## config.mk

```make
export PLATFORM = sky130hd
export DESIGN_NAME = pipeline_ctrl
export DESIGN_NICKNAME = d
export VERILOG_FILES = /design/src/rtl/pipeline_pkg.sv /design/src/rtl/pipeline_fwd_unit.sv /design/src/rtl/pipeline_ctrl.sv
export SDC_FILE = /design/constraint.sdc
export NUM_CORES = 1
export LEC_CHECK = 0
export ABC_AREA = 0
export BUFFER_PORTS_ARGS = -buffer_cell sky130_fd_sc_hd__buf_2
export CAP_MARGIN = 20
export CORE_UTILIZATION = 35
export DETAILED_ROUTE_END_ITERATION = 7
export GPL_TIMING_DRIVEN = 0
export HOLD_SLACK_MARGIN = 0.12
export PLACE_DENSITY = 0.61
export SYNTH_ARGS = -nofsm -noshare
export SYNTH_HDL_FRONTEND = slang
export SYNTH_SLANG_ARGS = --single-unit
```

## constraint.sdc

```tcl
create_clock -name clk -period 5 [get_ports clk]
set_clock_uncertainty 0.15 [all_clocks]
set_input_delay 0.5 -clock clk [delete_from_list [all_inputs] [get_ports clk]]
set_output_delay 0.5 -clock clk [all_outputs]
set_load 0.02 [all_outputs]
```

## src/rtl/pipeline_pkg.sv

```systemverilog
// pipeline_pkg: shared definitions for the 5-stage pipeline control slice.
//   state_t               debug/run FSM encoding (visible on state_out)
//   FWD_REG/FWD_WB/FWD_MEM ALU operand forwarding select encoding
//   REG_ADDR_BITS_DEFAULT default register-file address width
package pipeline_pkg;

  typedef enum logic [2:0] {
    ST_IDLE   = 3'd0,
    ST_RUN    = 3'd1,
    ST_STEP   = 3'd2,
    ST_DRAIN  = 3'd3,
    ST_HALTED = 3'd4
  } state_t;

  localparam logic [1:0] FWD_REG = 2'd0;
  localparam logic [1:0] FWD_WB  = 2'd1;
  localparam logic [1:0] FWD_MEM = 2'd2;

  localparam int REG_ADDR_BITS_DEFAULT = 5;

endpackage

```

## src/rtl/pipeline_fwd_unit.sv

```systemverilog
// pipeline_fwd_unit: combinational EX-stage operand forwarding compare.
// Ports:
//   ex_rs_addr, ex_rt_addr     source registers of the instruction in EX
//   mem_w_addr, mem_reg_write  destination / write flag of the instruction in MEM
//   wb_w_addr, wb_reg_write    destination / write flag of the instruction in WB
//   fwd_a_sel, fwd_b_sel       operand selects (FWD_REG / FWD_WB / FWD_MEM)
module pipeline_fwd_unit
  import pipeline_pkg::*;
#(
  parameter int REG_ADDR_BITS = REG_ADDR_BITS_DEFAULT
) (
  input  logic [REG_ADDR_BITS-1:0] ex_rs_addr,
  input  logic [REG_ADDR_BITS-1:0] ex_rt_addr,
  input  logic [REG_ADDR_BITS-1:0] mem_w_addr,
  input  logic                     mem_reg_write,
  input  logic [REG_ADDR_BITS-1:0] wb_w_addr,
  input  logic                     wb_reg_write,
  output logic [1:0]               fwd_a_sel,
  output logic [1:0]               fwd_b_sel
);

  // The younger result (MEM) wins over the older one (WB); $0 is never forwarded.
  function automatic logic [1:0] fwd_pick(
    input logic [REG_ADDR_BITS-1:0] src,
    input logic [REG_ADDR_BITS-1:0] m_addr,
    input logic                     m_we,
    input logic [REG_ADDR_BITS-1:0] w_addr,
    input logic                     w_we
  );
    if (m_we && (m_addr != '0) && (m_addr == src))
      return FWD_MEM;
    else if (w_we && (w_addr != '0) && (w_addr == src))
      return FWD_WB;
    else
      return FWD_REG;
  endfunction

  assign fwd_a_sel = fwd_pick(ex_rs_addr, mem_w_addr, mem_reg_write, wb_w_addr, wb_reg_write);
  assign fwd_b_sel = fwd_pick(ex_rt_addr, mem_w_addr, mem_reg_write, wb_w_addr, wb_reg_write);

endmodule

```

## src/rtl/pipeline_ctrl.sv

```systemverilog
// pipeline_ctrl: control/hazard block for the 5-stage pipeline (IF ID EX MEM WB).
// Drives every stage-register enable and flush through a run/step/halt FSM,
// detects data hazards, resolves branch flushes, and keeps saturating
// cycle and stall counters.
// Build option: define PIPELINE_FWD_EN for EX/MEM and MEM/WB forwarding with
// load-use stalls only; without it forwarding selects are tied to 0 and the
// block fully interlocks on any EX/MEM destination match.
// Ports:
//   clk, rst_n                    clock, asynchronous active-low reset
//   run, step                     free-run level, single-step pulse
//   id_halt                       HALT decoded in ID
//   id_rs_addr, id_rt_addr        ID sources
//   ex_rs_addr, ex_rt_addr        EX sources
//   ex_mem_read, ex_w_addr, ex_reg_write   EX load flag / destination / write
//   mem_w_addr, mem_reg_write     MEM destination / write
//   wb_w_addr, wb_reg_write       WB destination / write
//   branch_taken                  branch resolved taken in MEM
//   pc_enable, if_id_enable, stage_enable  register enables
//   if_id_flush, id_ex_flush, ex_mem_flush bubble inserts
//   fwd_a_sel, fwd_b_sel          ALU operand forwarding selects
//   halted, state_out             FSM status
//   cycle_count, stall_count      saturating counters
module pipeline_ctrl
  import pipeline_pkg::*;
#(
  parameter int REG_ADDR_BITS = REG_ADDR_BITS_DEFAULT,
  parameter int CNT_WIDTH     = 32,
  parameter int DRAIN_CYCLES  = 3
) (
  input  logic                     clk,
  input  logic                     rst_n,
  input  logic                     run,
  input  logic                     step,
  input  logic                     id_halt,
  input  logic [REG_ADDR_BITS-1:0] id_rs_addr,
  input  logic [REG_ADDR_BITS-1:0] id_rt_addr,
  input  logic [REG_ADDR_BITS-1:0] ex_rs_addr,
  input  logic [REG_ADDR_BITS-1:0] ex_rt_addr,
  input  logic                     ex_mem_read,
  input  logic [REG_ADDR_BITS-1:0] ex_w_addr,
  input  logic                     ex_reg_write,
  input  logic [REG_ADDR_BITS-1:0] mem_w_addr,
  input  logic                     mem_reg_write,
  input  logic [REG_ADDR_BITS-1:0] wb_w_addr,
  input  logic                     wb_reg_write,
  input  logic                     branch_taken,
  output logic                     pc_enable,
  output logic                     if_id_enable,
  output logic                     stage_enable,
  output logic                     if_id_flush,
  output logic                     id_ex_flush,
  output logic                     ex_mem_flush,
  output logic [1:0]               fwd_a_sel,
  output logic [1:0]               fwd_b_sel,
  output logic                     halted,
  output logic [2:0]               state_out,
  output logic [CNT_WIDTH-1:0]     cycle_count,
  output logic [CNT_WIDTH-1:0]     stall_count
);

  localparam int DCW = (DRAIN_CYCLES > 1) ? $clog2(DRAIN_CYCLES + 1) : 1;

  function automatic logic [CNT_WIDTH-1:0] sat_inc(input logic [CNT_WIDTH-1:0] v);
    return (&v) ? v : v + CNT_WIDTH'(1);
  endfunction

  state_t               state_p0, state_d;
  logic [DCW-1:0]       drain_cnt_p0;
  logic [CNT_WIDTH-1:0] cycle_cnt_p0, stall_cnt_p0;

  logic active, fetching, hazard, load_use, branch_act, stall_act, halt_live;
  logic [1:0] fwd_a_raw, fwd_b_raw;

  assign load_use = ex_mem_read && (ex_w_addr != '0) &&
                    ((ex_w_addr == id_rs_addr) || (ex_w_addr == id_rt_addr));

`ifdef PIPELINE_FWD_EN
  pipeline_fwd_unit #(
    .REG_ADDR_BITS (REG_ADDR_BITS)
  ) u_fwd (
    .ex_rs_addr    (ex_rs_addr),
    .ex_rt_addr    (ex_rt_addr),
    .mem_w_addr    (mem_w_addr),
    .mem_reg_write (mem_reg_write),
    .wb_w_addr     (wb_w_addr),
    .wb_reg_write  (wb_reg_write),
    .fwd_a_sel     (fwd_a_raw),
    .fwd_b_sel     (fwd_b_raw)
  );

  assign hazard = load_use;

  logic unused_fwd_build;
  assign unused_fwd_build = ex_reg_write;
`else
  // Without forwarding every in-flight producer in EX or MEM blocks its consumer in ID.
  function automatic logic interlock(input logic [REG_ADDR_BITS-1:0] src);
    return (src != '0) &&
           ((ex_reg_write  && (ex_w_addr  == src)) ||
            (mem_reg_write && (mem_w_addr == src)));
  endfunction

  assign fwd_a_raw = FWD_REG;
  assign fwd_b_raw = FWD_REG;
  assign hazard    = load_use || interlock(id_rs_addr) || interlock(id_rt_addr);

  logic unused_nofwd_build;
  assign unused_nofwd_build = ^{ex_rs_addr, ex_rt_addr, wb_w_addr, wb_reg_write};
`endif

  assign active     = (state_p0 == ST_RUN) || (state_p0 == ST_STEP) || (state_p0 == ST_DRAIN);
  assign fetching   = (state_p0 == ST_RUN) || (state_p0 == ST_STEP);
  assign branch_act = active && branch_taken;
  // A taken branch squashes the younger instruction in ID, so it cancels any stall it causes.
  assign stall_act  = active && hazard && !branch_taken;
  // A HALT sitting in ID behind a taken branch is on the wrong path.
  assign halt_live  = id_halt && !branch_taken;

  always_comb begin
    state_d = state_p0;
    case (state_p0)
      ST_IDLE: begin
        if (run)       state_d = ST_RUN;
        else if (step) state_d = ST_STEP;
      end
      ST_RUN: begin
        if (halt_live) state_d = ST_DRAIN;
        else if (!run) state_d = ST_IDLE;
      end
      ST_STEP:   state_d = halt_live ? ST_DRAIN : ST_IDLE;
      ST_DRAIN: begin
        if (branch_taken)                 state_d = ST_RUN;
        else if (drain_cnt_p0 <= DCW'(1)) state_d = ST_HALTED;
      end
      ST_HALTED: state_d = ST_HALTED;
      default:   state_d = ST_IDLE;
    endcase
  end

  assign pc_enable    = branch_act || (fetching && !hazard);
  assign if_id_enable = branch_act || (fetching && !hazard);
  assign stage_enable = active;
  assign if_id_flush  = branch_act;
  assign id_ex_flush  = branch_act || stall_act;
  assign ex_mem_flush = branch_act;
  assign fwd_a_sel    = rst_n ? fwd_a_raw : FWD_REG;
  assign fwd_b_sel    = rst_n ? fwd_b_raw : FWD_REG;
  assign halted       = (state_p0 == ST_HALTED);
  assign state_out    = state_p0;
  assign cycle_count  = cycle_cnt_p0;
  assign stall_count  = stall_cnt_p0;

  // ---- p0: FSM, drain down-counter, statistics counters ----
  always_ff @(posedge clk or negedge rst_n) begin
    if (!rst_n) begin
      state_p0     <= ST_IDLE;
      drain_cnt_p0 <= '0;
      cycle_cnt_p0 <= '0;
      stall_cnt_p0 <= '0;
    end else begin
      state_p0 <= state_d;
      if ((state_d == ST_DRAIN) && (state_p0 != ST_DRAIN))
        drain_cnt_p0 <= DCW'(DRAIN_CYCLES);
      else if ((state_p0 == ST_DRAIN) && (drain_cnt_p0 != '0))
        drain_cnt_p0 <= drain_cnt_p0 - DCW'(1);
      if (active)
        cycle_cnt_p0 <= sat_inc(cycle_cnt_p0);
      if (stall_act)
        stall_cnt_p0 <= sat_inc(stall_cnt_p0);
    end
  end

endmodule

```

# Word level (Yosys, flattened, before mapping)
# Cells that the tools add are included.
[word_totals]
ff_bits = 69
out_inout_bits = 78
elab_cells = 66
inputBits = 45
[op_classes]
magnitude_cmp = 1
n_reduce_logical = 36
muxes = 10
bitwise_logic = 2
add_sub_neg = 3
n_eq_ne = 10
[ops]
columns = ["op", "n"]
rows = [
  ["adder 32 x 1 -> 32 bit, second input constant", 2],
  ["AND reduction 32 bit", 2],
  ["== test 5 bit", 4],
  ["2-to-1 mux 3 bit", 6],
  ["logical AND 1 bit", 15],
  ["case mux 3 bit (5 select lines)", 1],
  ["nonzero test 5 bit", 3],
  ["== test 3 x 2 -> 1 bit, second input constant", 3],
  ["logical OR 1 bit", 9],
  ["2-to-1 mux 2 bit", 3],
  ["AND reduction 2 bit", 2],
  ["nonzero test 2 bit", 2],
  ["== test 3 x 1 -> 1 bit, second input constant", 1],
  ["== test 3 bit, second input constant", 1],
  ["zero test 3 bit", 1],
  ["!= test 3 x 2 -> 1 bit, second input constant", 1],
  ["<= comparator 2 x 1 -> 1 bit, second input constant", 1],
  ["zero test 1 bit", 2],
  ["inverter 1 bit", 2],
  ["subtractor 2 x 1 -> 2 bit, second input constant", 1],
]

# Longest topological paths before layout
# Gate-level depths: netlist of the first run.
[depth]
ltp_word = 9
ltp_mapped = 8
ltp_nobuf = 7

# Least setup slack after synthesis of the first run
# OpenSTA, ideal clock, no wires.
[synth_timing]
path_type = "input to output"
startpoint = "in ex_w_addr[1]"
endpoint = "out pc_enable"
stages = 7
arrival_ps = 2218
slack_ps = 2132
n_path_buf = 2
required_ps = 4350
cell_sequence = "or4_1 -> o21ai_1 -> a2111oi_0 -> nor3_2 -> buf_2 -> a21o_1 -> buf_4"
[synth_via]
elab_chain_len = 9
word_cells_on_any_way = 17
cone_classes = "eq/ne (2); reduce/logical (15)"
[synth_rtl]
columns = ["element", "line_no", "text"]
rows = [
  ["from (decl)", "pipeline_ctrl.sv:40", "input logic [REG_ADDR_BITS-1:0] ex_w_addr,"],
  ["== test 5 bit", "pipeline_ctrl.sv:75, pipeline_ctrl.sv:99", ""],
  ["logical AND 1 bit", "pipeline_ctrl.sv:99", "((ex_reg_write && (ex_w_addr == src)) ||"],
  ["logical OR 1 bit", "pipeline_ctrl.sv:99", ""],
  ["logical AND 1 bit", "pipeline_ctrl.sv:98", "return (src != '0) &&"],
  ["logical OR 1 bit", "pipeline_ctrl.sv:105", "assign hazard = load_use || interlock(id_rs_addr) || interlock(id_rt_addr);"],
  ["logical OR 1 bit (*)", "pipeline_ctrl.sv:105", ""],
  ["zero test 1 bit (*)", "n/a", ""],
  ["logical AND 1 bit (*)", "n/a", ""],
  ["logical OR 1 bit (*)", "n/a", ""],
  ["to (decl)", "pipeline_ctrl.sv:47", "output logic pc_enable,"],
]
# Mark *: on every way between the ends. The rest lies on a longest branch, timed or not.

# Worst setup path after layout of the first run
[layout_timing]
startpoint = "in id_rt_addr[1]"
endpoint = "out pc_enable"
[layout_via]
elab_chain_len = 8
word_cells_on_any_way = 14
cone_classes = "eq/ne (2); reduce/logical (12)"
[layout_rtl]
columns = ["element", "line_no", "text"]
rows = [
  ["from (decl)", "pipeline_ctrl.sv:36", "input logic [REG_ADDR_BITS-1:0] id_rt_addr,"],
  ["== test 5 bit, on equally long branches", "pipeline_ctrl.sv:75, pipeline_ctrl.sv:99, pipeline_ctrl.sv:100", ""],
  ["logical OR 1 bit, or another cell as far along", "pipeline_ctrl.sv:75", "((ex_w_addr == id_rs_addr) || (ex_w_addr == id_rt_addr));"],
  ["logical AND 1 bit or logical OR 1 bit (tied branches)", "pipeline_ctrl.sv:74, pipeline_ctrl.sv:99", ""],
  ["logical OR 1 bit or logical AND 1 bit (tied branches)", "pipeline_ctrl.sv:105, pipeline_ctrl.sv:98", ""],
  ["logical OR 1 bit (*)", "pipeline_ctrl.sv:105", ""],
  ["zero test 1 bit (*)", "pipeline_ctrl.sv:140", "assign pc_enable = branch_act || (fetching && !hazard);"],
  ["logical AND 1 bit (*)", "pipeline_ctrl.sv:140", ""],
  ["logical OR 1 bit (*)", "pipeline_ctrl.sv:140", ""],
]
# Marks and branches as above.

==> impl_metrics.json, run 1 <==
{
  "viasPerCell": 4.992,
  "synth.ff_latch_count": 69,
  "p_int_uw": 994.2,
  "synth-simple-area-share_pct": 26.24,
  "cts_tree": "built",
  "async_flop_share_pct": 100.0,
  "initial_core_util_pct": 36.21,
  "synth_compound_area_share_pct": 2.845,
  "tightest_slew_ns": 0.8832,
  "rows": 37,
  "cts-root-buf": "clkbuf_8",
  "ys.flop_type": "dfrtp_1",
  "ioPinCount": 123,
  "htree_levels": 3,
  "vias": 3145,
  "power_density_nw_per_um2": 346.9,
  "synth_edf_count": 0,
  "n_antenna_cell": 0,
  "cts_buffer_depth": 2,
  "die_area_um2": 11100,
  "drc": 0,
  "fin_nets": 539,
  "nFillCells": 1026,
  "cts_sinks": 69,
  "postCtsResizedCells": 0,
  "rsz0062_at_grt": "no",
  "clk_latency_ns": 0.34,
  "ys_warn_count": 0,
  "synth-xor-area-share_pct": 19.44,
  "setup_viol": 0,
  "track_usage_pct": 16.97,
  "max-slew-margin-rel_pct": 41.12,
  "die_h_um": 105.4,
  "drive_above_1_share_pct": 26.92,
  "cap_viol_max_count": 0,
  "first_iter_violations": 117,
  "area_growth_pct": 23.03,
  "post_drt_wl_per_cell_um": 14.13,
  "critical_path.endpoint_type": "output port",
  "fin_ws_ns": 1.730,
  "post-dp-hpwl_mm": 6.569,
  "regArea_um2": 1727,
  "hp-class": "in2async",
  "die_x_um": 105.4,
  "p_leak_nw": 2.371,
  "firstDrtPassIters": 4,
  "status": "finished clean",
  "synth.distinct_cells": 43,
  "ir_worst_vdd_v": 0.0002748,
  "p_comb_share_pct": 31.8,
  "synthMuxAreaShare_pct": 0.9036,
  "syn_inst": 374,
  "critPathRequiredTime_ns": 4.35,
  "ys_seq_area_share_pct": 46.18,
  "antenna_left": 0,
  "fmax_mhz": 305.9,
  "crit_type": "in2out",
  "post-route-period-util_pct": 65.39,
  "grt_remaining_overflow": 0,
  "syn_area_um2": 3739,
  "core_um2": 10320,
  "synthAdderAreaFrac_pct": 1.339,
  "crit_arrival_ns": 2.62,
  "multi_input_area_um2": 1913,
  "synth_top_family_by_area": "simple AND/OR/NAND/NOR gates",
  "wirelength_mm": 8.904,
  "clkPwrFrac_pct": 25.1,
  "switching_share_pct": 37.69,
  "clk_pin_slew_worst_paths_ns": 0.08,
  "grt_max_degree": 70,
  "numCtsBuffers": 9,
  "dp_slack_ns": 1.720,
  "p_sw_uw": 601.3,
  "crit_path_max_fanout": 10,
  "setup_tns_ns": 0,
  "cts_setup_buffers": 0,
  "grt_first_pass_wirelength_mm": 15.15,
  "slew_violations": 0,
  "worst-r2r-setup-slack_ns": 2.36,
  "start_kind": "primary input",
  "grt_pass1_vias": 3096,
  "io_buffers": 102,
  "period_needed_ns": 3.270,
  "place.gp.congestion": 0.8634,
  "postSynthAreaPerCell_um2": 9.996,
  "p_seq_share_pct": 43.1,
  "hold_buffers": 0,
  "hold_violations": 0,
  "antenna_found_initial": 0
}
layout by cell type, fill, tap and decap left out, types with 6 or more instances in the layout:
| cell | instances |
|---|---|
| nor3_1 | 23 |
| nand3_1 | 23 |
| and3_1 | 15 |
| xnor2_1 | 42 |
| nand2_1 | 27 |
| and4_1 | 8 |
| buf_4 | 8 |
| dfrtp_1 | 69 |
| and2_1 | 8 |
| nor2_1 | 27 |
| buf_2 | 105 |
| xor2_1 | 41 |
| inv_1 | 6 |
| nand4_1 | 22 |
| or4_1 | 6 |
| clkbuf_8 | 10 |
synth_stat cells, drive strengths merged, types with 2 or more instances:
library cell	n	area, µm²
nor3	24	125.1
xor2	41	359.1
or2	2	12.52
and4	8	70.07
nand4	22	137.6
a2111oi	2	17.52
o21ai	5	25.02
or4	6	45.04
nor2	27	101.4
and3	15	93.84
inv	6	22.52
buf	11	72.57
o211ai	3	22.52
nor4	5	37.53
nand2b	2	12.51
mux2	3	33.78
nand2	27	101.4
nor4b	3	38.79
xnor2	42	367.9
ha	4	50.05
and2	8	50.05
nand3	23	115.1
dfrtp	69	1727
clkbuf	4	15.01
layer usage:
metal  vias to the layer above  share of wire [%]  track usage (%)
met1                      1523                 47            22.82
li1                       1536                  -                -
met3                        11                3.9            2.721
met2                        75                 48            27.40
met4                         0                1.2            6.439
met5                         -                  0                0
state kept, by name, indices dropped and copies added (netlist names):
register,cells
cycle_count,32
drain_cnt_p0,2
stall_count,32
state_out,3
worst paths after layout:
check,from,end,cells past startpoint
min,rst_n,cycle_count[27]$_DFFE_PN0P_,1
max,id_rt_addr[1],pc_enable,9
max reg2reg,stall_count[13]$_DFFE_PN0P_,stall_count[10]$_DFFE_PN0P_,7
min reg2reg,stall_count[7]$_DFFE_PN0P_,stall_count[7]$_DFFE_PN0P_,1
max in group asynchronous,rst_n,stall_count[9]$_DFFE_PN0P_,1
min in group clk,step,state_out[1]$_DFF_PN0_,3
area by class of cell:
class                           instances  share of cell area (%)
Sequential cell                        69                   37.54
Inverter                                6                  0.4897
Clock buffer                           11                   3.074
Buffer                                 15                   1.904
Multi-Input combinational cell        287                   41.59
Timing Repair Buffer                  102                   11.15
Clock inverter                          4                  0.5441
Tap cell                              136                   3.700
per-stage QoR:
stage | hold WS, ns | power [mW] | instances | util (%) | area [µm²]
2_1_floorplan | 0.05441 | 1.027 | 377 | - | 3750
3_3_place_gp | 0.3179 | 1.199 | 615 | 42.92 | 4431
3_5_place_dp | 0.3178 | 1.210 | 615 | 42.94 | 4433
4_1_cts | 0.1551 | 1.616 | 630 | 44.55 | 4599
5_1_grt | 0.1961 | 1.701 | 630 | 44.55 | 4599
6_report | 0.08790 | 1.596 | 630 | 44.55 | 4599
power by group through the flow:
| stage | clock (mW) | sequential, mW | combinational (mW) |
|---|---|---|---|
| floorplan | 0 | 0.746 | 0.281 |
| global placement | 0 | 0.695 | 0.503 |
| detailed placement | 0 | 0.698 | 0.512 |
| CTS | 0.415 | 0.688 | 0.514 |
| global route | 0.442 | 0.698 | 0.561 |
| finish | 0.401 | 0.688 | 0.507 |
cells by family after synthesis:
| kind of cell | after synthesis |
|---|---|
| other cells | 1 |
| fa+ha+maj | 4 |
| simple gates | 177 |
| flops | 69 |
| buf+inv | 21 |
| compound gates | 16 |
| xor+xnor | 83 |
| mux | 3 |
worst max-delay path, cell delays in order:
cell      delay, ns
buf_2          0.12
or4_1          0.56
o211ai_1       0.23
o22ai_1        0.13
nor3_2         0.33
buf_2          0.33
a21o_1         0.17
buf_4          0.10
buf_2          0.15
Power figures use the tool's default switching activity.
==> run 2, diff against run 1 <==
--- a/config.mk
+++ b/config.mk
@@ -12,7 +12,7 @@
 export DETAILED_ROUTE_END_ITERATION = 7
 export GPL_TIMING_DRIVEN = 0
 export HOLD_SLACK_MARGIN = 0.12
-export PLACE_DENSITY = 0.61
+export PLACE_DENSITY = 0.63
 export SYNTH_ARGS = -nofsm -noshare
 export SYNTH_HDL_FRONTEND = slang
 export SYNTH_SLANG_ARGS = --single-unit
==> constraint.sdc (replaced) <==
create_clock -name clk -period 2.7 [get_ports clk]
set_clock_uncertainty 0.15 [all_clocks]
set_input_delay 0.27 -clock clk [delete_from_list [all_inputs] [get_ports clk]]
set_output_delay 0.27 -clock clk [all_outputs]
set_load 0.02 [all_outputs]
==> run 2 against run 1 <==
Hold slack improved by 0.061 ns. Sequential power increased by 85%. Worst setup slack worse by 1.7 ns. Utilization grew 1.2 points. Final area increased by 2.6%. Critical path type unchanged. Largest power group unchanged. Highest routed layer unchanged.
==> impl_metrics.json, run 2 (synthesis gave the netlist of run 1 again) <==
{
  "cap_viol_max_count": 0,
  "critPathRequiredTime_ns": 2.28,
  "slew_violations": 0,
  "multi_input_area_um2": 1926,
  "cts-root-buf": "clkbuf_8",
  "grt_first_pass_wirelength_mm": 15.17,
  "status": "finished clean",
  "p_leak_nw": 2.423,
  "grt_pass1_vias": 3124,
  "antenna_found_initial": 0,
  "viasPerCell": 5.030,
  "power_density_nw_per_um2": 656.9,
  "final_common_cell": "buf_2",
  "post-route-period-util_pct": 97.39,
  "critical_path.endpoint_type": "output port",
  "first_iter_violations": 102,
  "n_antenna_cell": 0,
  "setup_viol": 0,
  "design_area_um2": 4720,
  "setup_tns_ns": 0,
  "drc": 0,
  "fmax_mhz": 380.3,
  "clk_latency_ns": 0.34,
  "period_needed_ns": 2.630,
  "nFillCells": 1033,
  "htree_levels": 3,
  "tightest_slew_ns": 0.8834,
  "initial_core_util_pct": 36.21,
  "power_mw": 3.100,
  "track_usage_pct": 17.18,
  "drive_above_1_share_pct": 27.09,
  "place.gp.congestion": 0.8673,
  "post-dp-hpwl_mm": 6.657,
  "die_area_um2": 11100,
  "hold_violations": 0,
  "hold_depth": 3,
  "numCtsBuffers": 9,
  "cts_sinks": 69,
  "cts_tree": "built",
  "reg2reg_depth": 7,
  "clk_pin_slew_worst_paths_ns": 0.07,
  "grt_remaining_overflow": 0,
  "wirelength_mm": 9.196,
  "dp_cells": 615,
  "crit_type": "in2out",
  "start_kind": "primary input",
  "firstDrtPassIters": 4,
  "post_drt_wl_per_cell_um": 14.41,
  "crit_arrival_ns": 2.21,
  "cts_buffer_depth": 2,
  "crit_path_max_fanout": 10,
  "area_growth_pct": 26.24,
  "max-slew-margin-rel_pct": 41.11,
  "vias": 3209,
  "fin_nets": 547,
  "core_um2": 10320,
  "final_cell_mix": "buf_2 (104), dfrtp_1 (69), xnor2_1 (42)",
  "ir_worst_vdd_v": 0.0007755,
  "ioPinCount": 123,
  "die_h_um": 105.4,
  "fin_cells": 638,
  "regArea_um2": 1727,
  "place_area_um2": 4433,
  "io_buffers": 102,
  "die_x_um": 105.4,
  "antenna_left": 0,
  "rows": 37,
  "grt_max_degree": 70,
  "hp-class": "in2reg"
}
run 2: worst paths after layout:
kind	slack, ns	endpoint	startpoint
max	0.07	pc_enable	id_rt_addr[1]
min	0.15	state_out[0]$_DFF_PN0_	branch_taken
max reg2reg	0.21	stall_count[15]$_DFFE_PN0P_	stall_count[13]$_DFFE_PN0P_
min reg2reg	0.33	stall_count[10]$_DFFE_PN0P_	stall_count[10]$_DFFE_PN0P_
max in group asynchronous	1.39	cycle_count[2]$_DFFE_PN0P_	rst_n
min in group asynchronous	0.44	cycle_count[26]$_DFFE_PN0P_	rst_n
run 2: what timing repair did:
action / in CTS / in global routing
pin swaps: 0 / 1
hold buffers: 6 / 0
resized for setup: 1 / 4
endpoints found under the hold margin: 72 / 0
buffers inserted: 0 / 2
setup endpoints to repair: 1 / 17
run 2: metal layers:
layer / vias up / part of all wire [%] / routed length (µm) / global-route usage (%)
met1: 1562 / 46 / 4237 / 22.39
met4: 0 / 1.6 / 150 / 5.433
met3: 16 / 5.1 / 469 / 4.947
li1: 1555 / - / - / -
met2: 76 / 47 / 4337 / 27.49
met5: - / 0 / 0 / 0
run 2: per-stage QoR:
stage / worst slack, ns / hold slack [ns] / util, %
global route: -0.01260 / 0.1606 / 45.72
global placement: -0.06307 / 0.3184 / 42.92
detailed placement: -0.03979 / 0.3063 / 42.94
finish: 0.07043 / 0.1490 / 45.72
CTS: 0.02264 / 0.1237 / 45.41
floorplan: 0.2918 / -0.1756 / -
run 2: area by class of cell:
type                            instances  area share (%)
Multi-Input combinational cell        287           40.80
Sequential cell                        69           36.59
Timing Repair Buffer                  110           12.46
Tap cell                              136           3.606
Clock buffer                           14           3.446
Buffer                                 15           1.988
Clock inverter                          1          0.6363
Inverter                                6          0.4772
run 2: where the power goes:
part	internal, mW	switching (mW)
Clock	0.474	0.379
Combinational	0.374	0.601
Sequential	1.14	0.130
run 2: critical path: stages:
cell      delay [ns]
buf_2           0.13
or4_1           0.57
o211ai_1        0.20
o22ai_1         0.11
nor3_2          0.34
buf_6           0.20
a21o_1          0.14
buf_4           0.10
buf_2           0.15
==> run 3, diff against run 2 <==
--- a/config.mk
+++ b/config.mk
@@ -12,7 +12,7 @@
 export DETAILED_ROUTE_END_ITERATION = 7
 export GPL_TIMING_DRIVEN = 0
 export HOLD_SLACK_MARGIN = 0.12
-export PLACE_DENSITY = 0.63
+export PLACE_DENSITY = 0.61
 export SYNTH_ARGS = -nofsm -noshare
 export SYNTH_HDL_FRONTEND = slang
 export SYNTH_SLANG_ARGS = --single-unit
==> constraint.sdc (replaced) <==
create_clock -name clk -period 2.8 [get_ports clk]
set_clock_uncertainty 0.15 [all_clocks]
set_input_delay 0.28 -clock clk [delete_from_list [all_inputs] [get_ports clk]]
set_output_delay 0.28 -clock clk [all_outputs]
set_load 0.02 [all_outputs]
==> run 3 against run 2 <==
Routed wire length is 2.5% lower. First-iteration DRC count increased by 8.8%. Critical path depth stayed put. Worst setup slack improved by 0.051 ns. Clock power decreased by 16%. Clock-buffer cell count is 3 lower. Sequential power shrank 3%. Non-clock buffer count shrank 3. Flip-flop and latch count did not move. Hold slack improved by 0.027 ns. Register-to-register slack better by 0.02 ns.
==> impl_metrics.json, run 3 (synthesis gave the netlist of run 1 again) <==
{
  "met1Wirelength_mm": 4.128,
  "tightest_slew_ns": 0.8692,
  "power_density_nw_per_um2": 615.1,
  "slowest_delay_ns": 0.56,
  "clk_latency_ns": 0.35,
  "die_area_um2": 11100,
  "cts_buffer_depth": 2,
  "track_usage_pct": 17.12,
  "io_buffers": 102,
  "hp-class": "in2reg",
  "crit_path_max_fanout": 10,
  "wirelength_mm": 8.967,
  "hold_violations": 0,
  "firstDrtPassIters": 4,
  "rsz0062_at_grt": "no",
  "fmax_mhz": 373.3,
  "clkPwrFrac_pct": 24.9,
  "drc": 0,
  "cts_sinks": 69,
  "viasPerCell": 4.991,
  "place.gp.congestion": 0.8634,
  "regArea_um2": 1727,
  "period_needed_ns": 2.679,
  "nFillCells": 1016,
  "htree_levels": 3,
  "worst-path-buf-inv": 4,
  "cts_setup_buffers": 0,
  "ioPinCount": 123,
  "die_h_um": 105.4,
  "cp_slowest_cell": "or4_1",
  "numCtsBuffers": 9,
  "critPathRequiredTime_ns": 2.37,
  "design_area_um2": 4667,
  "grt_max_degree": 70,
  "p_comb_share_pct": 32.3,
  "crit_type": "in2out",
  "p_sw_mw": 1.080,
  "first_iter_violations": 111,
  "fin_nets": 544,
  "die_x_um": 105.4,
  "critical_path.endpoint_type": "output port",
  "dp_slack_ns": -0.04029,
  "antenna_found_initial": 0,
  "final_common_cell": "buf_2",
  "grt_first_pass_wirelength_mm": 15.28,
  "cts_tree": "built",
  "start_kind": "primary input",
  "met3WireLength_um": 409,
  "antenna_left": 0,
  "post-dp-hpwl_mm": 6.569,
  "p_seq_share_pct": 42.8,
  "place_area_um2": 4433,
  "core_um2": 10320,
  "crit_chain": "buf_2 > or4_1 > o211ai_1 > o22ai_1 > nor3_4 > buf_4 > a21o_1 > buf_4 > buf_2",
  "post_drt_wl_per_cell_um": 14.12,
  "fin_ws_ns": 0.1212,
  "slew_violations": 0,
  "clk_pin_slew_worst_paths_ns": 0.07,
  "max-slew-margin-rel_pct": 42.05,
  "crit_arrival_ns": 2.25,
  "rows": 37,
  "p_int_mw": 1.791,
  "multi_input_area_um2": 1928,
  "final_util_pct": 45.21,
  "post-route-period-util_pct": 95.67,
  "holdWs_ns": 0.1761,
  "initial_core_util_pct": 36.21,
  "top_layer_used": "met4",
  "cts-root-buf": "clkbuf_8",
  "vias": 3169,
  "dr_wl_met2_mm": 4.322,
  "drive_above_1_share_pct": 27.05,
  "ir_worst_vdd_v": 0.0005396,
  "area_growth_pct": 24.83,
  "switching_share_pct": 37.63,
  "p_leak_nw": 2.399,
  "n_antenna_cell": 0,
  "final_cell_mix": "buf_2 (104), dfrtp_1 (69), xnor2_1 (42)",
  "cap_viol_max_count": 0,
  "setup_tns_ns": 0,
  "critPathTopFamily": "simple AND/OR/NAND/NOR gates",
  "grt_remaining_overflow": 0,
  "grt_pass1_vias": 3134,
  "setup_viol": 0,
  "status": "finished clean"
}
-- run 3: stage by stage --
stage          total power [mW]  instances
2_1_floorplan             1.834        377
6_report                  2.871        635
3_5_place_dp              2.161        615
4_1_cts                   2.902        635
3_3_place_gp              2.140        615
5_1_grt                   3.058        635
-- run 3: worst paths after layout --
path / from / endpoint / slack, ns / depth (start not counted)
max reg2reg: stall_count[13]$_DFFE_PN0P_ / stall_count[19]$_DFFE_PN0P_ / 0.23 / 7
max in group asynchronous: rst_n / stall_count[17]$_DFFE_PN0P_ / 1.48 / 2
min: branch_taken / state_out[0]$_DFF_PN0_ / 0.18 / 3
max: id_rt_addr[1] / pc_enable / 0.12 / 9
min in group asynchronous: rst_n / cycle_count[29]$_DFFE_PN0P_ / 0.44 / 2
min reg2reg: stall_count[7]$_DFFE_PN0P_ / stall_count[7]$_DFFE_PN0P_ / 0.33 / 1
-- run 3: cell type report --
cell class,count,area share [%]
multi-input combinational,287,41.31
tap,136,3.646
timing repair buffer,107,12.06
sequential,69,37.00
clock inverter,4,0.5362
clock buffer,11,3.029
buffer,15,1.930
inverter,6,0.4826
-- run 3: per-layer routing --
layer	global-route usage (%)	vias up
li1	-	1550
met1	22.87	1523
met2	27.87	85
met3	2.721	11
met4	6.439	0
met5	0	-
-- run 3: power by group through the flow --
stage | Combinational [mW] | Clock [mW] | Sequential [mW]
2_1_floorplan | 0.502 | 0 | 1.33
3_3_place_gp | 0.899 | 0 | 1.24
3_5_place_dp | 0.914 | 0 | 1.25
4_1_cts | 0.933 | 0.741 | 1.23
5_1_grt | 1.02 | 0.790 | 1.25
6_report | 0.927 | 0.716 | 1.23
-- run 3: worst reg2reg max path, stage by stage, from the launching register on --
cell and delay [ns]:
dfrtp_1 0.43, and3_1 0.29, nand3_1 0.28, or4b_1 0.58
clkbuf_1 0.21, nand3_1 0.27, nor3_1 0.09, xor2_1 0.16
-- run 3: timing repair --
action	in CTS	in global routing
hold buffers	5	0
gates resized for setup	1	5
hold endpoints to repair	72	0
setup endpoints to repair	1	8
